--- config.mk ---
export PLATFORM = sky130hd
export DESIGN_NAME = uart_block_tx_ctrl
export DESIGN_NICKNAME = d
export VERILOG_FILES = /design/src/rtl/uart_block_tx_ctrl.sv
export SDC_FILE = /design/constraint.sdc
export NUM_CORES = 1
export LEC_CHECK = 0
export BUFFER_PORTS_ARGS = -buffer_cell sky130_fd_sc_hd__buf_4
export CORE_MARGIN = 5
export CORE_UTILIZATION = 54
export CTS_CLUSTER_DIAMETER = 100
export DETAILED_ROUTE_END_ITERATION = 6
export PLACE_DENSITY = 0.78
export SYNTH_ARGS = -nofsm -noshare
export SYNTH_HDL_FRONTEND = slang
export SYNTH_SLANG_ARGS = --single-unit
--- constraint.sdc ---
create_clock -name i_Clk -period 2.2 [get_ports i_Clk]
set_input_delay 0.33 -clock i_Clk [delete_from_list [all_inputs] [get_ports i_Clk]]
set_output_delay 0.33 -clock i_Clk [all_outputs]
set_load 0.02 [all_outputs]
--- src/rtl/uart_block_tx_ctrl.sv ---
// uart_block_tx_ctrl
// ------------------
// Sequencer that feeds one 8*NUM_BYTES-bit block (e.g. an AES-128 state) to a
// byte-wide UART transmitter, most-significant byte first.
//
// Handshake with the transmitter: in SEND the launch strobe o_fTx equals
// i_fTxReady, so a byte launches in the first cycle the transmitter reports
// ready and exactly once. The controller then waits in WAIT for i_fTxDone
// before moving on. Upstream, i_fStart is a one-cycle request that is only
// honoured in IDLE; it is neither queued nor allowed to touch the buffer
// while o_fBusy is high.
//
// Ports:
//   i_Clk      system clock, rising edge
//   i_Rst      asynchronous active-low reset
//   i_fStart   one-cycle request to send i_Block
//   i_Block    block to send, captured when a start is accepted
//   i_fTxReady transmitter idle
//   i_fTxDone  transmitter finished the current byte
//   o_fTx      one-cycle launch strobe to the transmitter
//   o_TxData   byte presented to the transmitter (top byte of the buffer)
//   o_fBusy    high from start acceptance through the o_fDone cycle
//   o_fDone    one-cycle pulse when the whole block has been sent
//   o_ByteCnt  index of the byte in flight (0 = first)
//   o_State    debug view of the FSM state (0 IDLE, 1 SEND, 2 WAIT, 3 DONE)

module uart_block_tx_ctrl #(
  parameter int NUM_BYTES = 16,
  parameter int CNT_W     = 4
) (
  input  logic                   i_Clk,
  input  logic                   i_Rst,
  input  logic                   i_fStart,
  input  logic [8*NUM_BYTES-1:0] i_Block,
  input  logic                   i_fTxReady,
  input  logic                   i_fTxDone,
  output logic                   o_fTx,
  output logic [7:0]             o_TxData,
  output logic                   o_fBusy,
  output logic                   o_fDone,
  output logic [CNT_W-1:0]       o_ByteCnt,
  output logic [1:0]             o_State
);

  localparam int BLK_W = 8 * NUM_BYTES;
  localparam logic [CNT_W-1:0] LAST_IDX = CNT_W'(NUM_BYTES - 1);

  typedef enum logic [1:0] {
    ST_IDLE = 2'd0,
    ST_SEND = 2'd1,
    ST_WAIT = 2'd2,
    ST_DONE = 2'd3
  } state_t;

  state_t             r_state;
  state_t             w_next;
  logic [BLK_W-1:0]   r_buf;
  logic [CNT_W-1:0]   r_cnt;
  logic               w_last;

  assign w_last = (r_cnt == LAST_IDX);

  // State register
  always_ff @(posedge i_Clk or negedge i_Rst) begin
    if (!i_Rst) begin
      r_state <= ST_IDLE;
    end else begin
      r_state <= w_next;
    end
  end

  // Next-state logic
  always_comb begin
    w_next = r_state;
    case (r_state)
      ST_IDLE: if (i_fStart)   w_next = ST_SEND;
      ST_SEND: if (i_fTxReady) w_next = ST_WAIT;
      ST_WAIT: begin
        if (i_fTxDone) begin
          w_next = w_last ? ST_DONE : ST_SEND;
        end
      end
      ST_DONE: w_next = ST_IDLE;
      default: w_next = ST_IDLE;
    endcase
  end

  // Block buffer and byte counter. The buffer shifts left on every completed
  // byte so the next byte is always in the top 8 bits; after the last byte it
  // has shifted out completely and reads zero. The counter is pinned to 0 in
  // IDLE and freezes at the last index through DONE.
  always_ff @(posedge i_Clk or negedge i_Rst) begin
    if (!i_Rst) begin
      r_buf <= '0;
      r_cnt <= '0;
    end else begin
      case (r_state)
        ST_IDLE: begin
          r_cnt <= '0;
          if (i_fStart) begin
            r_buf <= i_Block;
          end
        end
        ST_WAIT: begin
          if (i_fTxDone) begin
            r_buf <= {r_buf[BLK_W-9:0], 8'h00};
            if (!w_last) begin
              r_cnt <= r_cnt + CNT_W'(1);
            end
          end
        end
        ST_DONE: r_cnt <= '0;
        default: ;
      endcase
    end
  end

  // Output logic
  always_comb begin
    o_fTx   = 1'b0;
    o_fDone = 1'b0;
    o_fBusy = 1'b1;
    case (r_state)
      ST_IDLE: o_fBusy = 1'b0;
      ST_SEND: o_fTx   = i_fTxReady;
      ST_DONE: o_fDone = 1'b1;
      default: ;
    endcase
  end

  assign o_TxData  = r_buf[BLK_W-1 -: 8];
  assign o_ByteCnt = r_cnt;
  assign o_State   = r_state;

endmodule

After elaboration in Yosys (flattened, before gate mapping)
Index checks and enable logic that the tools add are counted.
- mux-type cells: 14
- add/subtract/negate cells: 1
- equal/unequal tests: 8
- reduce and logical (&&, ||, !) cells: 7
- operators by type and width (operator ; number):
    2-to-1 mux 128 bit ; 2
    one-hot mux 128 bit (2 select lines) ; 1
    AND reduction 3 bit ; 3
    2-to-1 mux 2 bit ; 4
    2-to-1 mux 4 bit ; 2
    != test 2 bit, second input constant ; 4
    one-hot mux 2 bit (4 select lines) ; 1
    one-hot mux 4 bit (2 select lines) ; 1
    adder 4 x 1 -> 4 bit, second input constant ; 1
    equality test 2 bit, second input constant ; 2
    equality test 4 bit, second input constant ; 1
    nonzero test 2 bit ; 2
    2-to-1 mux 1 bit ; 3
    equality test 2 x 1 -> 1 bit, second input constant ; 1
    zero test 2 bit ; 1
    OR reduction 2 bit ; 1
- register bits: 134
- input port bits: 133
- output and inout port bits: 17

Logic depth before layout (Yosys ltp)
Gate-level depths: netlist (run 1).
- depth after elaboration: 4
- depth in mapped cells: 8
- depth with buffers taken out: 5

Least setup slack after synthesis (run 1)
Ideal clock, no wire load.
- path kind: register to register
- start point: register r_state[0] (netlist: o_State[0])
- end point: register r_buf[0]
- cell stages (with the launch flop): 8
- path slack: 0.346 ns
- buffers on the path: 2
- library setup time: 0.121 ns
- clock period less this slack: 1.854 ns
- required time: 2.079 ns
- arrival time: 1.733 ns
- cells stage by stage: dfrtp_1 > inv_1 > ha_1 > buf_4 > mux2i_2 > or2_1 > buf_2 > a22o_1
- word-level cells in the longest chain between the ends: 3
- elaborated cells between the ends (all ways): 7
- ends and longest elaborated chain (item ; RTL line ; RTL):
    start, declared ; 55 ; state_t r_state;
    start signal, assigned ; 68 ; r_state <= w_next;
    equality test 2 bit or zero test 2 bit (tied branches) ; 97 ; case (r_state)
    != test 2 bit (no line) or nonzero test 2 bit (tied branches) ; -- ;
    AND reduction 3 bit (no line) ; -- ;
    end signal, assigned ; 101 ; r_buf <= i_Block;
    end signal, assigned ; 106 ; r_buf <= {r_buf[BLK_W-9:0], 8'h00};
    end, declared ; 57 ; logic [BLK_W-1:0] r_buf;
Several ways; a longest one is shown, not always the timed one.
A chain may end at the register's enable or synchronous reset.

Worst setup path after layout (run 1)
- start point: register r_state[0] (netlist: o_State[0])
- end point: register r_buf[109]
The elaborated chain is that of the path after synthesis.

==> metrics.txt, run 1 <==
# TYPE chip_impl_metric gauge
chip_impl_metric{name="count_of_flip_flops_with_a_built_in_enable_after_synthesis",unit=""} 0
chip_impl_metric{name="timing.reg2reg.setup_slack",unit="ns"} 0.14
chip_impl_metric{name="rows",unit=""} 40
chip_impl_info{name="synth.top_cells.by_area",value="sky130_fd_sc_hd__dfrtp_1, sky130_fd_sc_hd__mux2i_1, sky130_fd_sc_hd__o21ai_0, sky130_fd_sc_hd__o21ai_1, sky130_fd_sc_hd__buf_2"} 1
chip_impl_metric{name="sequential_fraction_of_the_synthesis_area",unit=""} 0.5174
chip_impl_metric{name="synth.top_cell.area_share",unit=""} 0.5174
chip_impl_metric{name="area_delta_synth_final",unit="%"} 27.37
chip_impl_metric{name="route.antenna.remaining_nets",unit=""} 0
chip_impl_info{name="synthFlopType",value="sky130_fd_sc_hd__dfrtp_1"} 1
chip_impl_metric{name="syn_nets",unit=""} 752
chip_impl_info{name="rr_endpoint",value="r_buf[109]$_DFFE_PN0P_"} 1
chip_impl_info{name="setup.worst_path.class",value="reg -> reg"} 1
chip_impl_metric{name="drc",unit=""} 0
chip_impl_metric{name="report.final.slew_viol_count",unit=""} 0
chip_impl_metric{name="port_buffers",unit=""} 149
chip_impl_info{name="run_status",value="complete, no violations"} 1
chip_impl_info{name="yosysTopAreaCell",value="sky130_fd_sc_hd__dfrtp_1"} 1
chip_impl_metric{name="clock_tree_sinks",unit=""} 134
chip_impl_metric{name="die_h",unit="um"} 119.6
chip_impl_metric{name="synthDistinctLibCells",unit=""} 34
chip_impl_info{name="cpLargestDelayFamily",value="buffers and inverters"} 1
chip_impl_info{name="critical_path.reg2reg.startpoint",value="o_State[0]$_DFFE_PN0P_"} 1
chip_impl_metric{name="hold_slack",unit="ns"} 0.1348
chip_impl_metric{name="grt_antenna_before_repair",unit=""} 0
chip_impl_info{name="timing.critical_path.cells",value="inv_1, ha_4, mux2i_4, or2_4, buf_12, o21ai_1"} 1
chip_impl_metric{name="final_nets",unit=""} 868
chip_impl_metric{name="first_global_vias",unit=""} 5225
chip_impl_metric{name="grt_remaining_overflow",unit=""} 0
chip_impl_metric{name="drt_first_iter_violations",unit=""} 415
chip_impl_metric{name="cts_buffer_depth",unit=""} 2
chip_impl_metric{name="rr_worst_depth",unit=""} 6
chip_impl_metric{name="vias",unit=""} 5145
chip_impl_info{name="slowest_stage",value="sky130_fd_sc_hd__dfrtp_1"} 1
chip_impl_metric{name="htree_levels",unit=""} 4
chip_impl_metric{name="period_share",unit=""} 0.9342
chip_impl_metric{name="cts_made_buffers",unit=""} 17
chip_impl_metric{name="path_max_fanout",unit=""} 58
chip_impl_metric{name="die_area",unit="sq mm"} 0.01429
chip_impl_metric{name="maximum_number_of_pins_on_one_net_before_global_route_repair",unit=""} 121
chip_impl_metric{name="number_of_vias_per_cell_after_detailed_routing",unit=""} 5.794
chip_impl_metric{name="avgSynthCellArea",unit="sq um"} 10.59
chip_impl_metric{name="cap_violations",unit=""} 0
chip_impl_metric{name="fin_worst_skew",unit="ns"} 0.005467
chip_impl_metric{name="power.ir.vdd_worst",unit="uV"} 1231
chip_impl_info{name="grt_setup_unrepaired",value="false"} 1
chip_impl_metric{name="fin_crit",unit="ns"} 2.055
chip_impl_metric{name="postSynthRegisterBits",unit=""} 134
chip_impl_metric{name="fmax",unit="MHz"} 486.6
chip_impl_metric{name="total_standard_cell_area_after_synthesis",unit="sq mm"} 0.006481
chip_impl_metric{name="post_detailed_route_wirelength_per_cell",unit="um"} 18.01
chip_impl_metric{name="timing.critical_path.required",unit="ns"} 2.48
chip_impl_metric{name="grt_first_pass_wirelength",unit="um"} 25900
chip_impl_metric{name="detailed_place_hpwl",unit="um"} 10690
chip_impl_metric{name="die_width",unit="um"} 119.6
chip_impl_info{name="endpoint_kind",value="flop"} 1
chip_impl_metric{name="worst_slew_pin_slew",unit="ns"} 0.5870
chip_impl_metric{name="global_route_usage_over_all_layers",unit=""} 0.2251
chip_impl_metric{name="clkSlewWorstSetupHoldPaths",unit="ns"} 0.06
chip_impl_metric{name="yosysWarningCount",unit=""} 0
chip_impl_metric{name="report.final.setup_viol",unit=""} 0
chip_impl_info{name="timing.hold.worst.start",value="i_Block[1]"} 1
chip_impl_info{name="worst_hold_path_ep",value="r_buf[1]$_DFFE_PN0P_"} 1
chip_impl_metric{name="critical_path_arrival",unit="ns"} 2.34
chip_impl_metric{name="routed_wirelength",unit="um"} 15990
chip_impl_info{name="ctsRootBufferMaster",value="sky130_fd_sc_hd__clkbuf_16"} 1
chip_impl_metric{name="leakage_power",unit="uW"} 0.003667
chip_impl_metric{name="p_per_area",unit="mW/mm^2"} 1524
chip_impl_metric{name="floorplan.io_pins",unit=""} 150
chip_impl_metric{name="coreArea",unit="sq mm"} 0.01191
chip_impl_info{name="cts_tree",value="yes"} 1
chip_impl_metric{name="worstHoldPathCells",unit=""} 2
chip_impl_metric{name="totalNegativeSetupSlack",unit="ns"} 0
chip_impl_metric{name="slowest_delay",unit="ns"} 0.41
chip_impl_metric{name="final_hold_viol_count",unit=""} 0
chip_impl_info{name="min-delay-path-class",value="in -> reg"} 1
chip_impl_metric{name="worstSkewPairLatency",unit="ns"} 0.41
chip_impl_metric{name="routabilityCongestion",unit=""} 0.8113
chip_impl_metric{name="antenna_cells_inserted",unit=""} 0
chip_impl_info{name="critPathLaunchType",value="flop"} 1
chip_impl_info{name="synth.most_common_cell",value="sky130_fd_sc_hd__dfrtp_1"} 1
chip_impl_metric{name="dr.pass1.iters",unit=""} 5
chip_impl_info{name="ys_top_cells_by_count",value="sky130_fd_sc_hd__dfrtp_1, sky130_fd_sc_hd__o21ai_0, sky130_fd_sc_hd__mux2i_1"} 1
chip_impl_metric{name="drive_above_1_share",unit=""} 0.2632
chip_impl_metric{name="initial_core_util",unit=""} 0.5441
chip_impl_metric{name="synthCells",unit=""} 612
chip_impl_metric{name="async_flop_share",unit=""} 1.000
chip_impl_metric{name="critical_path.n_buffers_inverters",unit=""} 2
chip_impl_metric{name="post_cts_resize_count",unit=""} 0
chip_impl_metric{name="worst_slew_margin_rel",unit=""} 0.6087
==> sequential cells by signal, indices dropped and copies added, names as in the netlist <==
signal,flops
o_ByteCnt,4
o_State,2
r_buf,128
==> worst max-delay path by stage <==
stage,start,to,slack [ns],cells past startpoint
finish,o_State[0]$_DFFE_PN0P_,r_buf[109]$_DFFE_PN0P_,0.14,6
global route,o_State[0]$_DFFE_PN0P_,r_buf[93]$_DFFE_PN0P_,0.05,6
CTS,o_State[0]$_DFFE_PN0P_,r_buf[109]$_DFFE_PN0P_,0.15,6
detailed placement,o_State[0]$_DFFE_PN0P_,r_buf[109]$_DFFE_PN0P_,0.18,6
global placement,o_State[0]$_DFFE_PN0P_,r_buf[71]$_DFFE_PN0P_,0.26,6
floorplan,o_State[0]$_DFFE_PN0P_,r_buf[0]$_DFFE_PN0P_,0.35,7
==> timing repair <==
item | in CTS | in global routing
buffers inserted | 0 | 0
hold endpoints to repair | 48 | 0
setup endpoints to repair | 0 | 0
hold buffers | 1 | 0
==> per-layer routing <==
layer  up-vias  global-route usage  routed length, um
met5         -                   0                  0
met4         0             0.08304                257
met3        17             0.05891                943
li1       2447                   -                  -
met1      2522              0.2979               6927
met2       159              0.3588               7860
==> power breakdown <==
| group | leakage [uW] | internal (uW) | total, uW | switching [uW] |
|---|---|---|---|---|
| sequential | 0.00168 | 3680 | 4310 | 625 |
| combinational | 0.00169 | 2260 | 5370 | 3110 |
| clock | 0.000296 | 1900 | 2910 | 1010 |
| total | 0.00367 | 7830 | 12600 | 4750 |
==> placed cells by master (no fill, tap or decap), drive strengths merged, types with 2 or more instances in the layout <==
cell	count
nand3	4
mux2i	122
nor2b	3
bufinv	3
a22o	8
dfrtp	134
buf	161
and3	2
a21oi	2
o21ai	242
clkinv	3
ha	7
a2bb2oi	2
nand2	2
clkinvlp	2
inv	5
clkbuf	24
==> worst reg2reg max path, cell delays in order, from the launching register on <==
cell and delay (ns):
sky130_fd_sc_hd__dfrtp_1 0.41, sky130_fd_sc_hd__inv_1 0.22, sky130_fd_sc_hd__ha_4 0.25, sky130_fd_sc_hd__mux2i_4 0.28
sky130_fd_sc_hd__or2_4 0.32, sky130_fd_sc_hd__buf_12 0.30, sky130_fd_sc_hd__o21ai_1 0.14
==> kinds of logic (layout without fill, tap and decap cells) <==
| kind of cell | Yosys count | count (layout) | share of synthesized area |
|---|---|---|---|
| AO/OA/AOI/OAI | 258 | 258 | 0.2066 |
| adder cells (fa/ha/maj) | 7 | 7 | 0.01351 |
| buffers and inverters | 70 | 199 | 0.05424 |
| flip-flops | 134 | 134 | 0.5174 |
| multiplexers | 122 | 122 | 0.1890 |
| AND/OR/NAND/NOR | 21 | 21 | 0.01931 |
==> layout make-up <==
type / count / area, sq um
Sequential cell: 134 / 3353
Fill cell: 937 / 3656
Timing Repair Buffer: 162 / 1285
Multi-Input combinational cell: 408 / 2803
Tap cell: 147 / 183.9
Clock inverter: 8 / 120.1
Clock buffer: 24 / 491.7
Inverter: 5 / 18.77
==> per-stage QoR <==
| step | std cells | total power [uW] | util | instance area [sq um] | setup slack, ns |
|---|---|---|---|---|---|
| after global placement | 855 | 9482 | 0.6409 | 7634 | 0.2608 |
| after global routing | 888 | 13460 | 0.6931 | 8255 | 0.05412 |
| final | 888 | 12580 | 0.6931 | 8255 | 0.1448 |
| after CTS | 888 | 12670 | 0.6931 | 8255 | 0.1511 |
| after floorplan | 612 | 8339 | - | 6481 | 0.3463 |
| after detailed placement | 855 | 9720 | 0.6409 | 7634 | 0.1766 |
No activity file was read; power rests on OpenSTA's default activity.
==> run 2, diff against run 1 <==
--- a/config.mk
+++ b/config.mk
@@ -10,7 +10,7 @@
 export CORE_UTILIZATION = 54
 export CTS_CLUSTER_DIAMETER = 100
 export DETAILED_ROUTE_END_ITERATION = 6
-export PLACE_DENSITY = 0.78
+export PLACE_DENSITY = 0.77
 export SYNTH_ARGS = -nofsm -noshare
 export SYNTH_HDL_FRONTEND = slang
 export SYNTH_SLANG_ARGS = --single-unit
==> run 2 against run 1 <==
  * Setup slack gained 0.041 ns
  * Hold slack worse by 0.0097 ns
  * Clock power up 6%
  * Die area stayed put
  * Core utilization up 0.62 points
  * Sequential cell count did not move
  * First-iteration DRC count is 23% higher
  * Non-clock buffer count grew 2
  * Critical endpoint is now o_State[0]$_DFFE_PN0P_
  * Largest power group unchanged
==> metrics.txt, run 2 (synthesized netlist as in run 1, its figures left out) <==
# TYPE chip_impl_metric gauge
chip_impl_info{name="critPathLaunchType",value="flop"} 1
chip_impl_metric{name="worst_slew_pin_slew",unit="ns"} 0.5134
chip_impl_metric{name="detailed_place_hpwl",unit="um"} 10740
chip_impl_metric{name="critical_path_arrival",unit="ns"} 2.36
chip_impl_metric{name="drive_above_1_share",unit=""} 0.2692
chip_impl_metric{name="largest_register_ff_count",unit=""} 128
chip_impl_metric{name="drc",unit=""} 0
chip_impl_metric{name="drt_first_iter_violations",unit=""} 511
chip_impl_metric{name="report.final.setup_viol",unit=""} 0
chip_impl_metric{name="worstSkewPairLatency",unit="ns"} 0.42
chip_impl_metric{name="vias",unit=""} 5198
chip_impl_metric{name="grt_first_pass_wirelength",unit="um"} 26430
chip_impl_metric{name="dr.pass1.iters",unit=""} 5
chip_impl_info{name="ctsRootBufferMaster",value="sky130_fd_sc_hd__clkbuf_16"} 1
chip_impl_info{name="most_frequent_cells_in_the_layout",value="sky130_fd_sc_hd__buf_4, sky130_fd_sc_hd__dfrtp_1, sky130_fd_sc_hd__o21ai_0"} 1
chip_impl_metric{name="pre_cts_worst_setup_slack",unit="ns"} 0.2088
chip_impl_metric{name="p_per_area",unit="mW/mm^2"} 1547
chip_impl_info{name="max_flop_register",value="r_buf"} 1
chip_impl_metric{name="cts_buffer_depth",unit=""} 2
chip_impl_metric{name="initial_core_util",unit=""} 0.5441
chip_impl_metric{name="fill_cells",unit=""} 895
chip_impl_metric{name="cap_violations",unit=""} 0
chip_impl_metric{name="worst_slew_margin_rel",unit=""} 0.6570
chip_impl_metric{name="global_route_usage_over_all_layers",unit=""} 0.2317
chip_impl_metric{name="routed_wirelength",unit="um"} 16200
chip_impl_metric{name="post-cts-setup-buffers",unit=""} 0
chip_impl_metric{name="first_global_vias",unit=""} 5230
chip_impl_metric{name="clock_tree_sinks",unit=""} 134
chip_impl_metric{name="coreArea",unit="sq mm"} 0.01191
chip_impl_metric{name="antenna_cells_inserted",unit=""} 0
chip_impl_metric{name="rows",unit=""} 40
chip_impl_metric{name="hold_buffers",unit=""} 1
chip_impl_info{name="run_status",value="complete, no violations"} 1
chip_impl_metric{name="routabilityCongestion",unit=""} 0.8589
chip_impl_metric{name="final_nets",unit=""} 870
chip_impl_metric{name="post-place-cells",unit=""} 857
chip_impl_metric{name="leakage_power",unit="uW"} 0.003698
chip_impl_metric{name="die_h",unit="um"} 119.6
chip_impl_metric{name="power.ir.vdd_worst",unit="uV"} 940.2
chip_impl_metric{name="number_of_vias_per_cell_after_detailed_routing",unit=""} 5.840
chip_impl_metric{name="report.final.slew_viol_count",unit=""} 0
chip_impl_metric{name="port_buffers",unit=""} 149
chip_impl_metric{name="fin_worst_skew",unit="ns"} 0.005936
chip_impl_metric{name="layout_setup_ws",unit="ns"} 0.1860
chip_impl_metric{name="floorplan.io_pins",unit=""} 150
chip_impl_metric{name="totalNegativeSetupSlack",unit="ns"} 0
chip_impl_metric{name="path_max_fanout",unit=""} 122
chip_impl_metric{name="area_delta_synth_final",unit="%"} 28.51
chip_impl_metric{name="route.antenna.remaining_nets",unit=""} 0
chip_impl_info{name="cts_tree",value="yes"} 1
chip_impl_info{name="min-delay-path-class",value="in -> reg"} 1
chip_impl_metric{name="post_detailed_route_wirelength_per_cell",unit="um"} 18.20
chip_impl_info{name="grt_setup_unrepaired",value="false"} 1
chip_impl_metric{name="htree_levels",unit=""} 4
chip_impl_metric{name="post_cts_resize_count",unit=""} 0
chip_impl_metric{name="clkSlewWorstSetupHoldPaths",unit="ns"} 0.06
chip_impl_metric{name="fmax",unit="MHz"} 496.5
chip_impl_metric{name="final_hold_viol_count",unit=""} 0
chip_impl_metric{name="die_area",unit="sq mm"} 0.01429
chip_impl_metric{name="timing.critical_path.required",unit="ns"} 2.54
chip_impl_metric{name="fin_crit",unit="ns"} 2.014
chip_impl_metric{name="finalNonFillerCells",unit=""} 890
chip_impl_metric{name="cts_made_buffers",unit=""} 17
chip_impl_info{name="setup.worst_path.class",value="reg -> reg"} 1
chip_impl_metric{name="period_share",unit=""} 0.9154
chip_impl_metric{name="die_width",unit="um"} 119.6
chip_impl_info{name="endpoint_kind",value="flop"} 1
chip_impl_info{name="layout_commonest_cell",value="sky130_fd_sc_hd__buf_4"} 1
chip_impl_metric{name="maximum_number_of_pins_on_one_net_before_global_route_repair",unit=""} 123
chip_impl_metric{name="grt_antenna_before_repair",unit=""} 0
chip_impl_metric{name="grt_remaining_overflow",unit=""} 0
## run 2: layer usage
metal,GRT usage,part of all wire,up-vias
met5,0,0,-
met4,0.08876,0.020,0
met3,0.06126,0.061,24
met2,0.3577,0.49,165
met1,0.3150,0.43,2559
li1,-,-,2450
## run 2: report_power, final
group / internal (uW) / switching [uW] / leakage (uW)
sequential: 3680 / 623 / 0.00168
combinational: 2320 / 3180 / 0.00171
clock: 2030 / 1050 / 0.000311
## run 2: final cells by class
cell class / count / area, sq um / share of cell area
Clock buffer: 18 / 439.2 / 0.05273
Clock inverter: 14 / 206.4 / 0.02479
Inverter: 5 / 18.77 / 0.002253
Multi-Input combinational cell: 408 / 2803 / 0.3365
Sequential cell: 134 / 3353 / 0.4026
Tap cell: 147 / 183.9 / 0.02208
Timing Repair Buffer: 164 / 1325 / 0.1591
## run 2: worst paths after layout
kind	startpoint	end	slack (ns)	depth (start not counted)
setup / recovery	o_State[1]$_DFFE_PN0P_	o_State[0]$_DFFE_PN0P_	0.19	6
hold / removal	i_Block[1]	r_buf[1]$_DFFE_PN0P_	0.13	2
setup reg to reg	o_State[1]$_DFFE_PN0P_	o_State[0]$_DFFE_PN0P_	0.19	6
hold reg to reg	r_buf[1]$_DFFE_PN0P_	r_buf[1]$_DFFE_PN0P_	0.51	1
max in group asynchronous	i_Rst	r_buf[55]$_DFFE_PN0P_	1.07	3
min in group asynchronous	i_Rst	r_buf[125]$_DFFE_PN0P_	0.43	2
## run 2: critical path: stages (launching register included)
cell                      delay, ns
sky130_fd_sc_hd__dfrtp_1       0.47
sky130_fd_sc_hd__inv_1         0.15
sky130_fd_sc_hd__ha_1          0.27
sky130_fd_sc_hd__and2b_4       0.20
sky130_fd_sc_hd__buf_12        0.23
sky130_fd_sc_hd__nor3_1        0.36
sky130_fd_sc_hd__mux2i_1       0.22
## run 2: per-stage QoR
stage / hold slack, ns / power [uW] / instance area, sq um / util
global placement: 0.3103 / 9578 / 7674 / 0.6442
global route: 0.1132 / 13790 / 8329 / 0.6993
finish: 0.1251 / 12880 / 8329 / 0.6993
floorplan: 0.03441 / 8339 / 6481 / -
detailed placement: 0.3224 / 9836 / 7674 / 0.6442
CTS: 0.1077 / 12970 / 8329 / 0.6993
